--- src/rtl/wisc_pkg.sv ---
// Shared types and constants for the instruction-fetch slice.
package wisc_pkg;

  localparam int         WORD_W  = 16;
  localparam logic [3:0] OPC_HLT = 4'hF;

  typedef enum logic [1:0] {
    HOLD   = 2'd0,
    REQ    = 2'd1,
    DROP   = 2'd2,
    HALTED = 2'd3
  } fetch_state_t;

  typedef struct packed {
    logic [WORD_W-1:0] instr;
    logic [WORD_W-1:0] pc_plus1;
  } fetch_entry_t;

  // Word-address increment; wraps FFFF -> 0000.
  function automatic logic [WORD_W-1:0] pc_inc(input logic [WORD_W-1:0] pc);
    return pc + 16'd1;
  endfunction

endpackage

--- src/rtl/if_prefetch_unit_if.sv ---
// Instruction-memory read port: single outstanding request, one-cycle ack pulse.
interface if_prefetch_unit_if;
  import wisc_pkg::*;

  logic              imem_req;
  logic [WORD_W-1:0] imem_addr;
  logic              imem_ack;
  logic [WORD_W-1:0] imem_rdata;

  modport master (output imem_req, imem_addr, input imem_ack, imem_rdata);
  modport slave  (input imem_req, imem_addr, output imem_ack, imem_rdata);

endinterface

--- src/rtl/if_fetch_queue.sv ---
// Prefetch FIFO of {instr, pc+1} entries; flush overrides push and pop, head read is combinational.
module if_fetch_queue
  import wisc_pkg::*;
#(
  parameter int DEPTH = 4
) (
  input  logic                     clk,
  input  logic                     rst,
  input  logic                     flush,
  input  logic                     push,
  input  fetch_entry_t             push_data,
  input  logic                     pop,
  output fetch_entry_t             head,
  output logic                     empty,
  output logic [$clog2(DEPTH):0]   count
);

  localparam int PTR_W = $clog2(DEPTH);
  localparam int CNT_W = PTR_W + 1;

  fetch_entry_t     mem_q [DEPTH];
  logic [PTR_W-1:0] wr_ptr_q, wr_ptr_d;
  logic [PTR_W-1:0] rd_ptr_q, rd_ptr_d;
  logic [CNT_W-1:0] count_q, count_d;
  logic             do_push, do_pop;

  always_comb begin
    do_pop   = pop && (count_q != '0);
    // A push into a full queue is only legal when the head leaves the same cycle.
    do_push  = push && ((count_q != CNT_W'(DEPTH)) || do_pop);
    wr_ptr_d = wr_ptr_q;
    rd_ptr_d = rd_ptr_q;
    count_d  = count_q;
    if (flush) begin
      wr_ptr_d = '0;
      rd_ptr_d = '0;
      count_d  = '0;
    end else begin
      if (do_push) wr_ptr_d = wr_ptr_q + PTR_W'(1);
      if (do_pop)  rd_ptr_d = rd_ptr_q + PTR_W'(1);
      case ({do_push, do_pop})
        2'b10:   count_d = count_q + CNT_W'(1);
        2'b01:   count_d = count_q - CNT_W'(1);
        default: count_d = count_q;
      endcase
    end
  end

  always_ff @(posedge clk) begin
    if (rst) begin
      wr_ptr_q <= '0;
      rd_ptr_q <= '0;
      count_q  <= '0;
    end else begin
      wr_ptr_q <= wr_ptr_d;
      rd_ptr_q <= rd_ptr_d;
      count_q  <= count_d;
    end
  end

  always_ff @(posedge clk) begin
    if (!flush && do_push) mem_q[wr_ptr_q] <= push_data;
  end

  assign head  = mem_q[rd_ptr_q];
  assign empty = (count_q == '0);
  assign count = count_q;

endmodule

--- src/rtl/if_prefetch_unit.sv ---
// Fetch stage: owns fetch PC, issues credit-limited imem reads, feeds IF/ID from a prefetch queue.
// Optional halt-opcode fetch stop is built when IF_HALT_DETECT_EN is defined.
module if_prefetch_unit
  import wisc_pkg::*;
#(
  parameter int          QUEUE_DEPTH = 4,
  parameter logic [15:0] RESET_PC    = 16'h0000,
  parameter logic [3:0]  HALT_OPCODE = OPC_HLT
) (
  input  logic                clk,
  input  logic                rst,
  input  logic                hazard,
  input  logic                pc_src,
  input  logic [15:0]         pc_branch,
  if_prefetch_unit_if.master  imem,
  output logic                instr_valid,
  output logic [15:0]         instruction,
  output logic [15:0]         pc_out
);

  localparam int CNT_W = $clog2(QUEUE_DEPTH) + 1;

`ifdef IF_HALT_DETECT_EN
  localparam bit HALT_EN = 1'b1;
`else
  localparam bit HALT_EN = 1'b0;
`endif

  fetch_state_t     state_q, state_d;
  logic             req_q, req_d;
  logic [15:0]      addr_q, addr_d;
  logic [15:0]      fetch_pc_q, fetch_pc_d;
  logic [15:0]      last_pc_q, last_pc_d;

  logic             q_push, q_pop, q_empty;
  fetch_entry_t     q_push_data, q_head;
  logic [CNT_W-1:0] q_count, count_after;
  logic             credit, halt_hit;

  if_fetch_queue #(.DEPTH(QUEUE_DEPTH)) u_queue (
    .clk       (clk),
    .rst       (rst),
    .flush     (pc_src),
    .push      (q_push),
    .push_data (q_push_data),
    .pop       (q_pop),
    .head      (q_head),
    .empty     (q_empty),
    .count     (q_count)
  );

  always_comb begin
    q_pop                = !q_empty && !hazard && !pc_src;
    // Acks seen in DROP, or under a redirect, belong to a stale stream.
    q_push               = (state_q == REQ) && imem.imem_ack && !pc_src;
    q_push_data.instr    = imem.imem_rdata;
    q_push_data.pc_plus1 = pc_inc(fetch_pc_q);
    count_after          = pc_src ? '0
                                  : q_count + CNT_W'(q_push) - CNT_W'(q_pop);
    credit               = count_after < CNT_W'(QUEUE_DEPTH);
    halt_hit             = HALT_EN && (imem.imem_rdata[15:12] == HALT_OPCODE);

    state_d    = state_q;
    fetch_pc_d = fetch_pc_q;

    if (pc_src) begin
      fetch_pc_d = pc_branch;
      // An issued request cannot be withdrawn; wait out its ack in DROP.
      state_d    = (req_q && !imem.imem_ack) ? DROP : REQ;
    end else begin
      case (state_q)
        HOLD: begin
          if (credit) state_d = REQ;
        end
        REQ: begin
          if (imem.imem_ack) begin
            fetch_pc_d = pc_inc(fetch_pc_q);
            if (halt_hit)    state_d = HALTED;
            else if (credit) state_d = REQ;
            else             state_d = HOLD;
          end
        end
        DROP: begin
          if (imem.imem_ack) state_d = REQ;
        end
`ifdef IF_HALT_DETECT_EN
        HALTED: begin
          state_d = HALTED;
        end
`endif
        default: state_d = HOLD;
      endcase
    end

    req_d     = (state_d == REQ) || (state_d == DROP);
    addr_d    = (state_d == DROP) ? addr_q : fetch_pc_d;
    last_pc_d = q_empty ? last_pc_q : q_head.pc_plus1;
  end

  always_ff @(posedge clk) begin
    if (rst) begin
      state_q    <= HOLD;
      req_q      <= 1'b0;
      addr_q     <= RESET_PC;
      fetch_pc_q <= RESET_PC;
      last_pc_q  <= 16'h0000;
    end else begin
      state_q    <= state_d;
      req_q      <= req_d;
      addr_q     <= addr_d;
      fetch_pc_q <= fetch_pc_d;
      last_pc_q  <= last_pc_d;
    end
  end

  assign imem.imem_req  = req_q;
  assign imem.imem_addr = addr_q;
  assign instr_valid    = !q_empty;
  assign instruction    = q_empty ? 16'h0000 : q_head.instr;
  assign pc_out         = q_empty ? last_pc_q : q_head.pc_plus1;

endmodule

--- src/flat_wrapper.sv ---
// flat-port wrapper written by rule: the top's interface ports become plain ports
module if_prefetch_unit_flat import wisc_pkg::*;
#(
  parameter int          QUEUE_DEPTH = 4,
  parameter logic [15:0] RESET_PC    = 16'h0000,
  parameter logic [3:0]  HALT_OPCODE = OPC_HLT
)
  (clk, rst, hazard, pc_src, pc_branch, instr_valid, instruction, pc_out, imem_imem_req, imem_imem_addr, imem_imem_ack, imem_imem_rdata);
  if_prefetch_unit_if imem_i ();
  input  logic clk;
  input  logic rst;
  input  logic hazard;
  input  logic pc_src;
  input  logic [15:0] pc_branch;
  output logic instr_valid;
  output logic [15:0] instruction;
  output logic [15:0] pc_out;
  output wire logic [$bits(imem_i.imem_req)-1:0] imem_imem_req;
  output wire logic [$bits(imem_i.imem_addr)-1:0] imem_imem_addr;
  input wire logic [$bits(imem_i.imem_ack)-1:0] imem_imem_ack;
  input wire logic [$bits(imem_i.imem_rdata)-1:0] imem_imem_rdata;
  assign imem_imem_req = imem_i.imem_req;
  assign imem_imem_addr = imem_i.imem_addr;
  assign imem_i.imem_ack = imem_imem_ack;
  assign imem_i.imem_rdata = imem_imem_rdata;
  if_prefetch_unit #(.QUEUE_DEPTH(QUEUE_DEPTH), .RESET_PC(RESET_PC), .HALT_OPCODE(HALT_OPCODE)) u_core (.clk(clk), .rst(rst), .hazard(hazard), .pc_src(pc_src), .pc_branch(pc_branch), .imem(imem_i), .instr_valid(instr_valid), .instruction(instruction), .pc_out(pc_out));
endmodule
--- config.mk ---
export PLATFORM = sky130hd
export DESIGN_NAME = if_prefetch_unit_flat
export DESIGN_NICKNAME = d
export VERILOG_FILES = /design/src/rtl/wisc_pkg.sv /design/src/rtl/if_prefetch_unit_if.sv /design/src/rtl/if_fetch_queue.sv /design/src/rtl/if_prefetch_unit.sv /design/src/flat_wrapper.sv
export SDC_FILE = /design/constraint.sdc
export NUM_CORES = 1
export LEC_CHECK = 0
export ABC_AREA = 1
export ABC_CLOCK_PERIOD_IN_PS = 5750
export CAP_MARGIN = 0
export CORE_MARGIN = 2
export CORE_UTILIZATION = 55
export DETAILED_ROUTE_END_ITERATION = 6
export GPL_ROUTABILITY_DRIVEN = 0
export MAX_ROUTING_LAYER = met4
export PLACE_DENSITY = 0.75
export SYNTH_ARGS = -nofsm -noshare
export SYNTH_HDL_FRONTEND = slang
export SYNTH_HIERARCHICAL = 1
export SYNTH_SLANG_ARGS = --single-unit
--- constraint.sdc ---
create_clock -name clk -period 5.75 [get_ports clk]
set_input_delay 0.8625 -clock clk [delete_from_list [all_inputs] [get_ports clk]]
set_output_delay 0.8625 -clock clk [all_outputs]
set_load 0.02 [all_outputs]
After elaboration in Yosys (flattened, before gate mapping)
Memories as Yosys holds them, arrays and structs flattened. A register that Yosys moved wholly into a read port is not among the register bits.
Cells that the tools add are included.
- RAM bits: 128
- word-level logic and storage cells: 61
- output and inout bits: 50
- latch bits: 0
- bits in read-only memories: 0
- register bits: 58
- memories kept: 1
- add/sub/neg operators: 7
- mux-type cells: 18
- eq/ne operators: 7
- bitwise gates (word level): 0
- shift-type cells: 0
- divide/modulo/power cells: 0
- multipliers: 0
- magnitude comparators: 1
- reduce and logical (&&, ||, !) cells: 19
- memory list (name ; depth ; bits a word ; read ports ; clocked after memory_dff ; wr ports ; RTL line ; text):
    u_core.u_queue.mem_q ; 4 ; 32 ; 1 ; 1 ; 1 ; if_fetch_queue.sv:21 ; fetch_entry_t mem_q [DEPTH];
- operator list (kind ; count):
    16-bit two-way mux ; 5
    16-bit by 1-bit adder with 16-bit output, second input constant ; 1
    2-bit two-way mux ; 7
    1-bit logical AND ; 8
    2-bit by 1-bit == test with 1-bit output, second input constant ; 3
    2-bit == test, second input constant ; 3
    2-bit one-hot mux with 3 select lines ; 1
    3-bit one-hot mux with 2 select lines ; 1
    2-bit by 1-bit adder with 2-bit output, second input constant ; 2
    1-bit logical NOT ; 4
    3-bit by 1-bit adder with 3-bit output ; 1
    3-bit by 1-bit adder with 3-bit output, second input constant ; 1
    3-bit logical NOT ; 1
    3-bit < comparator, second input constant ; 1
    1-bit two-way mux ; 3
    3-bit two-way mux ; 1
    3-bit != test, second input constant ; 1
    3-bit nonzero test ; 1
    3-bit by 1-bit subtractor with 3-bit output ; 1
    3-bit by 1-bit subtractor with 3-bit output, second input constant ; 1
    2-bit logical NOT ; 1
    1-bit logical OR ; 2
    2-bit nonzero test ; 1
    2-bit OR reduction ; 1

Longest topological paths before layout
Gate-level depths: netlist (run 1).
- depth in word-level cells: 13
- mapped depth: 25

Modules after synthesis
The synthesis (run 1) kept the hierarchy.
- modules (own cells, without submodules) (module ; area each (um^2) ; times used ; cells each):
    if_fetch_queue ; 5221.3 ; 1 ; 376
    if_prefetch_unit ; 2763.9 ; 1 ; 416

Worst setup path after synthesis (run 1)
Ideal clock, no wire load.
- path type: in2reg
- from: input port pc_src
- to: register u_core.addr_q[10] (netlist: u_core/imem.imem_addr[10])
- setup slack: 2.359 ns
- cell stages on the path: 22
- arrival time: 3.335 ns
- buffers on the path: 3
- library setup time: 0.056 ns
- cells stage by stage: buf_2 > clkbuf_8 > nor3_1 > ha_1 > inv_1 > ha_1 > inv_1 > nor2_1 > nand3_1 > nand2_1 > nand2_1 > nand3_1 > nand2_1 > nand2_1 > a21oi_1 > ha_1 > inv_1 > clkbuf_1 > nor2_1 > nor2_1 > nand2_1 > inv_1
- elaborated cells on any way between the ends: 14
- those cells by class: 2 x add/sub; 1 x order compare; 1 x eq/ne; 7 x mux; 3 x reduce/logical
- RTL lines (item ; RTL line ; text):
    start, declared ; flat_wrapper.sv:13 ; input logic pc_src;
    1-bit logical NOT * ; if_prefetch_unit.sv:53 ; q_pop = !q_empty && !hazard && !pc_src;
    1-bit logical AND * ; if_prefetch_unit.sv:53 ;
    net u_core.q_pop ; if_prefetch_unit.sv:35 ; logic q_push, q_pop, q_empty;
    3-bit by 1-bit subtractor with 3-bit output * ; if_prefetch_unit.sv:59 ; : q_count + CNT_W'(q_push) - CNT_W'(q_pop);
    3-bit two-way mux * ; if_prefetch_unit.sv:58 ; count_after = pc_src ? '0
    3-bit < comparator * ; if_prefetch_unit.sv:60 ; credit = count_after < CNT_W'(QUEUE_DEPTH);
    1-bit two-way mux ; if_prefetch_unit.sv:79 ; else if (credit) state_d = REQ;
    2-bit two-way mux ; if_prefetch_unit.sv:76 ; if (imem.imem_ack) begin
    2-bit one-hot mux with 3 select lines * ; if_prefetch_unit.sv:71 ; case (state_q)
    2-bit two-way mux * ; if_prefetch_unit.sv:66 ; if (pc_src) begin
    2-bit == test * ; if_prefetch_unit.sv:96 ; addr_d = (state_d == DROP) ? addr_q : fetch_pc_d;
    end signal, assigned ; if_prefetch_unit.sv:110 ; addr_q <= addr_d;
    end, declared ; if_prefetch_unit.sv:31 ; logic [15:0] addr_q, addr_d;
Mark *: on every way through the listed nets, which the timed path passes. The rest lies on a longest branch.
A chain may end at the register's enable or synchronous reset.

Final worst setup path (run 1)
- from: input port pc_src
- to: register u_core.addr_q[12] (netlist: u_core/imem.imem_addr[12])
The elaborated chain is that of the path after synthesis.

==> reports/metrics.cfg, run 1 <==
[worst_setup_path]
worstReg2RegEnd=u_core/imem.imem_addr[12]
startpoint_type=input pin
r2r-start=u_core/u_queue/count[1]
r2r_setup_slack_ps=2220
crit_fanout=31
worstSetupEndpointType=flop
cp.arrival_ps=4240
cp.required_ps=6080
crit_type=in -> reg
rr_worst_depth=21

[layout]
diodes=0
layout.area.seq_mm2=0.005046
multi_input_area_mm2=0.002457
syn2layout_area_growth_pct=19.59
fillCellCount=1085
layout-drive-gt1-share=0.08324
stdcell_count=1061
final_area_mm2=0.009549
final_cell_mix=edfxtp_1 (128), nor2_1 (124), nand2_1 (108), clkdlybuf4s50_1 (86), inv_1 (74)
fin_nets=910
final_common_cell=edfxtp_1

[outcome]
outcome=finished clean

[clock_tree]
cts_tree=yes
clk_pin_slew_worst_paths_ps=60
clk_latency_ps=430
cts_hold_buf=0
cts-htree-levels=4
ctsResizeCount=0
cts_buffer_depth=2
clock-sinks=188
postCtsSetupBuffers=0
cts_root_buffer=clkbuf_16
cts_made_buffers=17

[floorplanning]
initial_core_util=0.5557
fp.dieH_um=124.5
coreArea_mm2=0.01437
die_area_mm2=0.01550
pin_count=87
rows=44
fp.dieW_um=124.5

[global_route]
antenna_found_initial=0
grt_pass1_wl_mm=25.86
grt_usage=0.2169
grt_max_degree=65
grt_pass1_vias=5641
grt-ovfl-total=0

[route]
postRouteAntennaNets=0
drt_iter0_markers=465
wirelength_mm=15.99
viasPerCell=5.390
wl_per_cell_um=15.07
drc=0
drt_first_pass_iters=7
num_vias=5719

[placed_design]
port_buffers=86
detailed_place_hpwl_mm=10.17
place_area_mm2=0.008927
dp.cells=1029

[sta]
worst_pin_slew_ps=1074
setup-tns-final_ps=0
holdWs_ps=473.2
slew_violations=0
min_period_ps=3915
fmaxAchievable_mhz=255.4
clock_skew_ps=9.162
final-setup-viol-count=0
period_share=0.6809
max_slew_margin=0.2823
hold_viol=0
rsz0062_at_grt=no

[job]
cap_violations=0

[power_and_ir_drop]
power.density_mw_per_mm2=304.5
power.leakage_uw=0.003608
vdd_drop_max_v=0.0002366

[synthesis]
netlist_instances=792
yosysTopAreaCellShare=0.4814
post_synth.cell_area_avg_um2=10.08
synth_area_leaders=edfxtp_1 (48%), dfxtp_1 (15%), nor2_1 (5.8%)
yosys_warnings=6
synthDistinctLibCells=38
ys_ff_latch=188
synth_top_cell_by_area=edfxtp_1
ys_seq_area_frac=0.6318
syn-cell-area_mm2=0.007985
synth_fp_nets=838

[min_path]
min_from=u_core/last_pc_q[11]
min_path_cells=2
hp-class=reg -> reg
whs_endpoint=u_core/last_pc_q[11]

==> through the flow <==
step                  util  setup WS [ps]  power, uW
floorplan                -           2359       1636
global placement    0.6213           1529       1721
detailed placement  0.6213           1406       1728
CTS                 0.6646           1868       2927
global route        0.6646           1472       3005
finish              0.6646           1835       2908
==> power by group <==
part,switching [uW],internal (uW),total (uW),leakage (uW)
logic,121,86.9,208,0.00167
registers,18.4,1470,1490,0.00165
clock network,482,726,1210,0.000293
total,621,2290,2910,0.00361
==> registers in the layout (all words and copies together), names as in the netlist, named ones only <==
| register | flops |
|---|---|
| u_core/u_queue/mem_q | 128 |
| u_core/fetch_pc_q | 16 |
| u_core/imem.imem_addr | 16 |
| u_core/last_pc_q | 16 |
| u_core/u_queue/count | 3 |
| u_core/state_q | 2 |
| u_core/u_queue/rd_ptr_q | 2 |
| u_core/u_queue/wr_ptr_q | 2 |
| u_core/imem.imem_req | 1 |
==> worst max-delay path, cell delays in order <==
cell             delay, ps
clkdlybuf4s50_1        390
buf_4                  230
nor3_1                 450
ha_1                   230
inv_1                   40
ha_1                   260
inv_1                   30
nor2_1                  90
nand3_1                110
nand2_1                 90
nand2_1                 40
nand3_1                 60
nand2_1                 50
nand2_1                 80
a21oi_1                 70
ha_1                   220
inv_1                  620
nand3_1                170
nand2_1                110
inv_1                   40
==> cell type report <==
type	count	share of cell area
flip-flops and latches	188	0.5284
clock inverters	15	0.02057
multi-input cells	488	0.2573
repair buffers	91	0.09408
inverters	78	0.03092
well taps	184	0.02411
clock buffers	17	0.04455
==> metal layers <==
metal / wire, um / share of wire / global-route usage
met1: 6929 / 0.43 / 0.2573
met2: 8019 / 0.50 / 0.3626
met3: 785 / 0.049 / 0.04424
met4: 252 / 0.016 / 0.09121
met5: 0 / 0 / -
==> cell families (layout without fill, tap and decap cells) <==
kind of cell,after synthesis,after routing,synth area share
adders and majority gates,9,9,0.01504
AOI/OAI and AO/OA,186,186,0.1282
xor gates and xnor gates,9,9,0.01175
and+or+nand+nor,284,284,0.1503
buffers and inverters,116,201,0.06299
DFF,188,188,0.6318
==> worst max path at each step <==
| stage | from | to | slack, ps | depth (start not counted) |
|---|---|---|---|---|
| after floorplan | pc_src | u_core/imem.imem_addr[10] | 2360 | 22 |
| after global placement | imem_imem_ack | u_core/u_queue/mem_q[3][22] | 1530 | 6 |
| after detailed placement | pc_src | u_core/imem.imem_addr[12] | 1410 | 20 |
| after CTS | pc_src | u_core/imem.imem_addr[12] | 1870 | 20 |
| after global routing | pc_src | u_core/imem.imem_addr[4] | 1470 | 21 |
| final | pc_src | u_core/imem.imem_addr[12] | 1830 | 20 |
==> synth_stat cells (all sizes together) <==
| master | count |
|---|---|
| nor2 | 135 |
| edfxtp | 128 |
| nand2 | 115 |
| o21ai | 98 |
| inv | 77 |
| dfxtp | 60 |
| a21oi | 53 |
| o22ai | 32 |
| nand3 | 23 |
| clkbuf | 20 |
| buf | 17 |
| ha | 8 |
| xor2 | 7 |
| nand4 | 5 |
| nor3 | 4 |
| o211ai | 2 |
| xnor2 | 2 |
| clkinv | 1 |
| dlymetal6s2s | 1 |
| fa | 1 |
| nor2b | 1 |
| o31ai | 1 |
| or2 | 1 |
No activity file was read; power rests on OpenSTA's default activity.
==> run 2, diff against run 1 <==
Settings changed: ABC_CLOCK_PERIOD_IN_PS 5750 to 3600, CORE_UTILIZATION 55 to 51, PLACE_DENSITY 0.75 to 0.73.
Clock period 5.75 ns to 3.6 ns, I/O delays scaled along.
==> reports/metrics.cfg, run 2 (synthesized netlist as in run 1, its figures left out) <==
[power_and_ir_drop]
power.leakage_uw=0.003599
vdd_drop_max_v=0.0003436
power_uw=4420
power.density_mw_per_mm2=464.5

[global_route]
grt_pass1_vias=5328
antenna_found_initial=0
grt_pass1_wl_mm=26.13
grt_usage=0.2081
grt-ovfl-total=0
grt_max_degree=65

[route]
drt-met1-wl_mm=7.339
wl_per_cell_um=14.60
postRouteAntennaNets=0
wl_met2_mm=7.757
wirelength_mm=15.97
drc=0
highest_layer=met4
dr_wl_met3_um=705
viasPerCell=5.151
drt_iter0_markers=387
drt_first_pass_iters=5
num_vias=5635

[clock_tree]
cts_tree=yes
cts_hold_buf=0
ctsResizeCount=0
clk_pin_slew_worst_paths_ps=70
postCtsSetupBuffers=0
cts_root_buffer=clkbuf_16
clk_latency_ps=430
cts_made_buffers=17
cts-htree-levels=4
cts_buffer_depth=2
clock-sinks=188

[layout]
fillCellCount=1244
final_area_mm2=0.009515
stdcell_count=1094
layout-drive-gt1-share=0.08494
diodes=0
fin_nets=916
final_common_cell=edfxtp_1
final_cell_mix=edfxtp_1 (128), nor2_1 (124), nand2_1 (108), clkdlybuf4s50_1 (85), inv_1 (74)
layout.area.seq_mm2=0.005046
multi_input_area_mm2=0.002437
syn2layout_area_growth_pct=19.16
finish.utilization=0.6236
largest_register_ffs=128
regMostFlops=u_core/u_queue/mem_q

[sta]
rsz0062_at_grt=no
worst_pin_slew_ps=876.7
setup-tns-final_ps=0
fmaxAchievable_mhz=303.7
hold_viol=0
min_period_ps=3292
slew_violations=0
clock_skew_ps=15.63
period_share=0.9145
max_slew_margin=0.4155
final-setup-viol-count=0

[outcome]
outcome=finished clean

[worst_setup_path]
critical_path.max_stage_delay_ps=600
cp.arrival_ps=2750
path_cells=inv_2, o21ai_0, o22ai_1, nand2_1, nand2_1, clkdlybuf4s50_1
crit_path_frequent_cell=nand2_1
cp.required_ps=3060
crit_type=reg -> out
crit_fanout=32
startpoint_type=flop
worstSetupEndpointType=output pin
critPathTopFamily=buffers and inverters
cp.buffers_inverters=2
crit_slowest_cell=clkdlybuf4s50_1

[floorplanning]
rows=45
fp.dieW_um=129.1
die_area_mm2=0.01667
initial_core_util=0.5233
coreArea_mm2=0.01526
pin_count=87
fp.dieH_um=129.1

[min_path]
hp-class=reg -> reg

[job]
cap_violations=0

[placed_design]
place_area_mm2=0.008981
detailed_place_hpwl_mm=9.878
port_buffers=86
dp.cells=1062

## run 2: power breakdown
part	internal, uW	switching, uW
combinational	140	193
clock	942	763
sequential	2350	29.9
## run 2: metal layers
layer / global-route usage / up-vias
li1: - / 2842
met1: 0.2689 / 2632
met2: 0.3341 / 147
met3: 0.04046 / 14
met4: 0.06650 / 0
met5: - / -
## run 2: through the flow
stage | worst slack (ps) | hold WS [ps]
3_3_place_gp | 483.3 | 452.8
3_5_place_dp | 313.6 | 463.7
4_1_cts | 258.1 | 473.9
2_1_floorplan | 434.3 | 441.6
5_1_grt | 95.95 | 495.6
6_report | 307.7 | 469.3
## run 2: area by class of cell
class                      instances  share of cell area
sequential                       188              0.5303
multi-input combinational        488              0.2561
timing repair buffer              97             0.09862
clock buffer                      19             0.04550
inverter                          78             0.03103
clock inverter                    13             0.01065
tap                              211             0.02774
## run 2: final timing paths
path / startpoint / endpoint / slack [ps] / cells after the start
worst max-delay path: flop / pc_out[4] / 310 / 6
worst min-delay path: u_core/last_pc_q[7] / u_core/last_pc_q[7] / 470 / 2
worst max register to register: u_core/u_queue/count[1] / u_core/imem.imem_addr[0] / 600 / 22
worst min register to register: u_core/last_pc_q[7] / u_core/last_pc_q[7] / 470 / 2
## run 2: worst register-to-register path, cell delays in order (launching register included)
cell and delay (ps):
dfxtp_1 450, nor2_4 90, nand2_1 80, inv_1 90
nor3_1 280, ha_1 190, inv_1 40, ha_1 260
inv_1 30, nor2_1 80, nand3_1 100, nand2_1 80
nand2_1 50, nand3_1 60, nand2_1 50, nand2_1 80
a21oi_1 70, ha_1 230, inv_1 60, buf_4 270
nand2_1 120, o211ai_1 100, inv_1 50
==> run 3, diff against run 2 <==
Settings changed: CORE_MARGIN 2 to 5, SLEW_MARGIN from default to 20.
==> reports/metrics.cfg, run 3 (synthesized netlist as in run 1, its figures left out) <==
[layout]
fillCellCount=1212
multi_input_area_mm2=0.002437
layout.area.seq_mm2=0.005046
syn2layout_area_growth_pct=21.04
finish.utilization=0.6335
final_cell_mix=edfxtp_1 (128), nor2_1 (124), nand2_1 (108), clkdlybuf4s50_1 (86), inv_1 (74)
layout-drive-gt1-share=0.09132
stdcell_count=1098
fin_nets=920
final_common_cell=edfxtp_1
regMostFlops=u_core/u_queue/mem_q
largest_register_ffs=128
diodes=0

[route]
num_vias=5546
postRouteAntennaNets=0
drt_first_pass_iters=5
drc=0
viasPerCell=5.051
drt_iter0_markers=362
wirelength_mm=15.69
wl_per_cell_um=14.29

[power_and_ir_drop]
pwr-share-seq=0.511
power.internal_uw=3666
p_clk_frac=0.417
vdd_drop_max_v=0.0003330
power.density_mw_per_mm2=482.1
power.leakage_uw=0.003662
power.share.switching=0.2133
power.switching_uw=993.7
pwr-share-comb=0.072
power_uw=4660

[worst_setup_path]
rr_worst_depth=22
crit_fanout=64
crit_type=reg -> out
worstReg2RegEnd=u_core/imem.imem_addr[15]
r2r_setup_slack_ps=700
startpoint_type=flop
cp.arrival_ps=2680
worstSetupEndpointType=output pin
cp.required_ps=3060
r2r-start=u_core/u_queue/count[1]

[sta]
max_slew_margin=0.5563
period_share=0.8935
slew_violations=0
hold_viol=0
setup_ws_ps=383.6
clock_skew_ps=9.813
worst_pin_slew_ps=663.5
min_period_ps=3216
rsz0062_at_grt=no
fmaxAchievable_mhz=310.9
final-setup-viol-count=0
setup-tns-final_ps=0

[clock_tree]
cts_hold_buf=0
clock-sinks=188
cts_made_buffers=17
cts_buffer_depth=2
ctsResizeCount=0
cts-htree-levels=4
postCtsSetupBuffers=0
clk_latency_ps=430
cts_tree=yes
cts_root_buffer=clkbuf_16
clk_pin_slew_worst_paths_ps=60

[floorplanning]
fp.dieH_um=135.1
fp.dieW_um=135.1
die_area_mm2=0.01826
initial_core_util=0.5233
coreArea_mm2=0.01526
pin_count=87
rows=45

[min_path]
min_from=u_core/last_pc_q[14]
hp-class=reg -> reg
min_path_cells=2
whs_endpoint=u_core/last_pc_q[14]

[job]
cap_violations=0

[outcome]
outcome=finished clean

[global_route]
grt_usage=0.1820
antenna_found_initial=0
grt_pass1_wl_mm=25.37
grt_pass1_vias=5226
grt-ovfl-total=0
grt_max_degree=65

[placed_design]
port_buffers=86
dp.cells=1066
detailed_place_hpwl_mm=9.975
preCtsSetupSlack_ps=319.6

==> run 3: changes by cell type in the layout (fill, tap and decap cells not counted), moves of 2 or more <==
cell	change
bufinv_16	+3
clkinv_1	-3
buf_12	+2
buf_4	+2
clkinv_2	-2
clkinvlp_4	+2
==> run 3: per-layer routing <==
layer	track usage	share of wire	vias up	wire length [um]
met5	-	0	-	0
met4	0.06663	0.018	0	279
met3	0.03715	0.050	26	790
met2	0.2846	0.47	153	7305
met1	0.2375	0.47	2510	7311
li1	-	-	2857	-
==> run 3: how the worst max path moves through the flow <==
stage / end / cells after the start
after floorplan: u_core/imem.imem_addr[10] / 25
after global routing: pc_out[2] / 6
after global placement: u_core/imem.imem_addr[2] / 20
after CTS: pc_out[2] / 6
final: pc_out[2] / 6
after detailed placement: u_core/imem.imem_addr[15] / 20
==> run 3: layout make-up <==
class                           count  share of cell area
Timing Repair Buffer              101              0.1033
Clock buffer                       19             0.04479
Tap cell                          211             0.02731
Inverter                           78             0.03055
Sequential cell                   188              0.5221
Clock inverter                     13             0.01981
Multi-Input combinational cell    488              0.2522
==> run 3: metrics by stage <==
stage / hold WS [ps] / cell area [um2]
floorplan: 441.6 / 7985
global placement: 451.2 / 9041
detailed placement: 457.7 / 9041
CTS: 466.6 / 9666
global route: 488.0 / 9666
finish: 464.6 / 9666
==> run 3: critical path: stages (launching register included) <==
cell	delay, ps
dfxtp_2	470
inv_4	540
o21ai_1	160
o22ai_1	280
nand2_1	120
nand2_1	70
clkdlybuf4s50_1	600
==> run 3: power groups by stage <==
| stage | sequential [uW] | combinational, uW | clock, uW |
|---|---|---|---|
| after floorplan | 2450 | 167 | 0 |
| after global placement | 2430 | 332 | 0 |
| after detailed placement | 2430 | 336 | 0 |
| after CTS | 2380 | 338 | 1970 |
| after global routing | 2390 | 371 | 2070 |
| final | 2380 | 334 | 1940 |
==> RTL change: new RTL, settings of run 2 <==
Reset style: asynchronous (`rst`), changed in 2 clocked blocks.
--- a/src/rtl/if_fetch_queue.sv
+++ b/src/rtl/if_fetch_queue.sv
@@ -48,3 +48,3 @@
 
-  always_ff @(posedge clk) begin
+  always_ff @(posedge clk or posedge rst) begin
     if (rst) begin
--- a/src/rtl/if_prefetch_unit.sv
+++ b/src/rtl/if_prefetch_unit.sv
@@ -99,3 +99,3 @@
 
-  always_ff @(posedge clk) begin
+  always_ff @(posedge clk or posedge rst) begin
     if (rst) begin
Check against the original RTL: differs if rst is asserted again (counterexample within 4 cycles, from zero or initial values and one cycle with rst high); with rst held inactive, the same outputs for 4 cycles.
==> RTL change against run 2 <==
- synthesized cell count fell by 4.7%
- synthesized area barely moved
- critical path type unchanged
- maximum frequency rose by 0.33%
- wire length rose by 6.8%
- final area rose by 2.0%
- highest routed layer unchanged
- die area barely moved
- critical path depth rose by 3
- sequential cell count fell by 2
- worst setup slack improved by 0.011 ns
Power is not compared: it rests on default switching activity, and its combinational part moved more than twofold at a synthesized area within 25%.
==> RTL change: results (changes against run 2) <==
stage	metric	value	unit	change
worst_setup_path	Crit Path Max Fanout	33		was 32
clock_network	CTS Buf Count	17		unchanged
placed_design	HPWL after detailed placement	10700	microns	was 9880 microns
timing	Final Skew	0.00935	ns	was 0.0156 ns
clock_network	Clock transition at path regs	0.06	ns	
logic_synthesis	syn nets	801		was 838
grt	global-route usage over all layers	22.5	%	was 20.8%
grt	vias in the first global route	5651		was 5328
clock_network	worst skew pair latency	0.43	ns	about the same
grt	largest net degree at the start of global routing	52		was 65
worst_setup_path	FF-to-FF setup slack	0.43	ns	was 0.60 ns
detailed_routing	final WL	17100	microns	was 16000 microns
logic_synthesis	Synth cell types	33		was 38
detailed_routing	Avg Vias per Cell	5.29		was 5.15
layout	antenna diode count	0		unchanged
grt	first-pass GRT wire length	27900	microns	was 26100 microns
timing	Max-slew headroom	24.6	%	was 41.6%
clock_network	clock buffer depth	2		unchanged
worst_setup_path	worst endpoint data arrival time	2.74	ns	was 2.75 ns
layout	max reg flops	128		unchanged
clock_network	Setup Buffers After CTS	0		unchanged
logic_synthesis	top post-synthesis cells by count	nand2_1, edfxtp_1, nor2_1		was edfxtp_1, nor2_1, nand2_1
hold_path	HP Class	input pin to async pin		was flip-flop to flip-flop
logic_synthesis	Area contributors post-synth	edfxtp_1, dfrtp_1, nand2_1		was edfxtp_1, dfxtp_1, nor2_1
placed_design	Cell Area, Placed	0.00907	sq mm	was 0.00898 sq mm
worst_setup_path	CP peak stage delay	0.56	ns	was 0.60 ns
logic_synthesis	FFs w/ async S/R, synth	31.2	%	was 0%
layout	fin nets	890		was 916
logic_synthesis	Seq/Total Area, Yosys	66.3	%	was 63.2%
logic_synthesis	top_reg_cell synth	edfxtp_1		unchanged
worst_setup_path	FF-to-FF path depth	19		was 22
layout	share of cells above drive strength 1	8.63	%	was 8.49%
timing	Final Hold Fails	0		unchanged
detailed_routing	Initial DRC Count	491		was 387
detailed_routing	Initial DRT Pass Iterations	5		unchanged
worst_setup_path	CP Capture Point	pc_out[3]		was pc_out[4]
power	Lkg Pwr	3.86	nW	
status	status	completed		unchanged
worst_setup_path	RR Endpoint	u_core/imem.imem_addr[6]$_DFFE_PP0P_		was u_core/imem.imem_addr[0]$_SDFFE_PP0P_
-- RTL change: area by class of cell --
cell class | count | area (sq um)
clock buffer | 17 | 425
clock inverter | 15 | 196
fill | 1182 | 5560
inverter | 60 | 229
multi-input combinational | 475 | 2290
sequential | 186 | 5300
tap | 211 | 264
timing repair buffer | 104 | 1000
-- RTL change: logic make-up (layout without fill, tap and decap cells) --
group,count (synthesis),count (layout),share of synthesized area (%)
XOR/XNOR,7,7,0.862
AND/OR/NAND/NOR,318,318,16.3
adder cells (fa/ha/maj),9,9,1.50
AO/OA/AOI/OAI,141,141,9.68
flip-flops,186,186,66.3
buffers and inverters,94,196,5.39
-- RTL change: critical path: cells and delay by family (launching register included) --
family	cells	cell delay, ns
flops	1	0.45
simple gates	4	0.50
buf+inv	5	1.32
-- RTL change: stage by stage --
step	setup WS, ns	utilization (%)	total power [mW]	instances	hold slack [ns]
floorplan	0.211	-	4.09	755	0.343
global placement	0.265	59.5	5.03	1036	0.462
detailed placement	0.0765	59.5	5.09	1036	0.464
CTS	0.174	63.5	7.05	1068	0.406
global route	0.0159	63.6	7.39	1068	0.436
finish	0.319	63.6	7.00	1068	0.414
-- RTL change: where the power goes --
group	switching [mW]	internal, mW
Combinational	1.40	0.925
Sequential	0.152	2.57
Clock	0.791	1.16
-- RTL change: layer usage --
metal	global-route usage, %	wire length [microns]	vias up	part of all wire, %
met1	28.8	7440	2703	44
li1	-	-	2733	-
met4	7.86	306	0	1.8
met2	36.3	8410	191	49
met3	4.54	907	24	5.3
met5	-	0	-	0
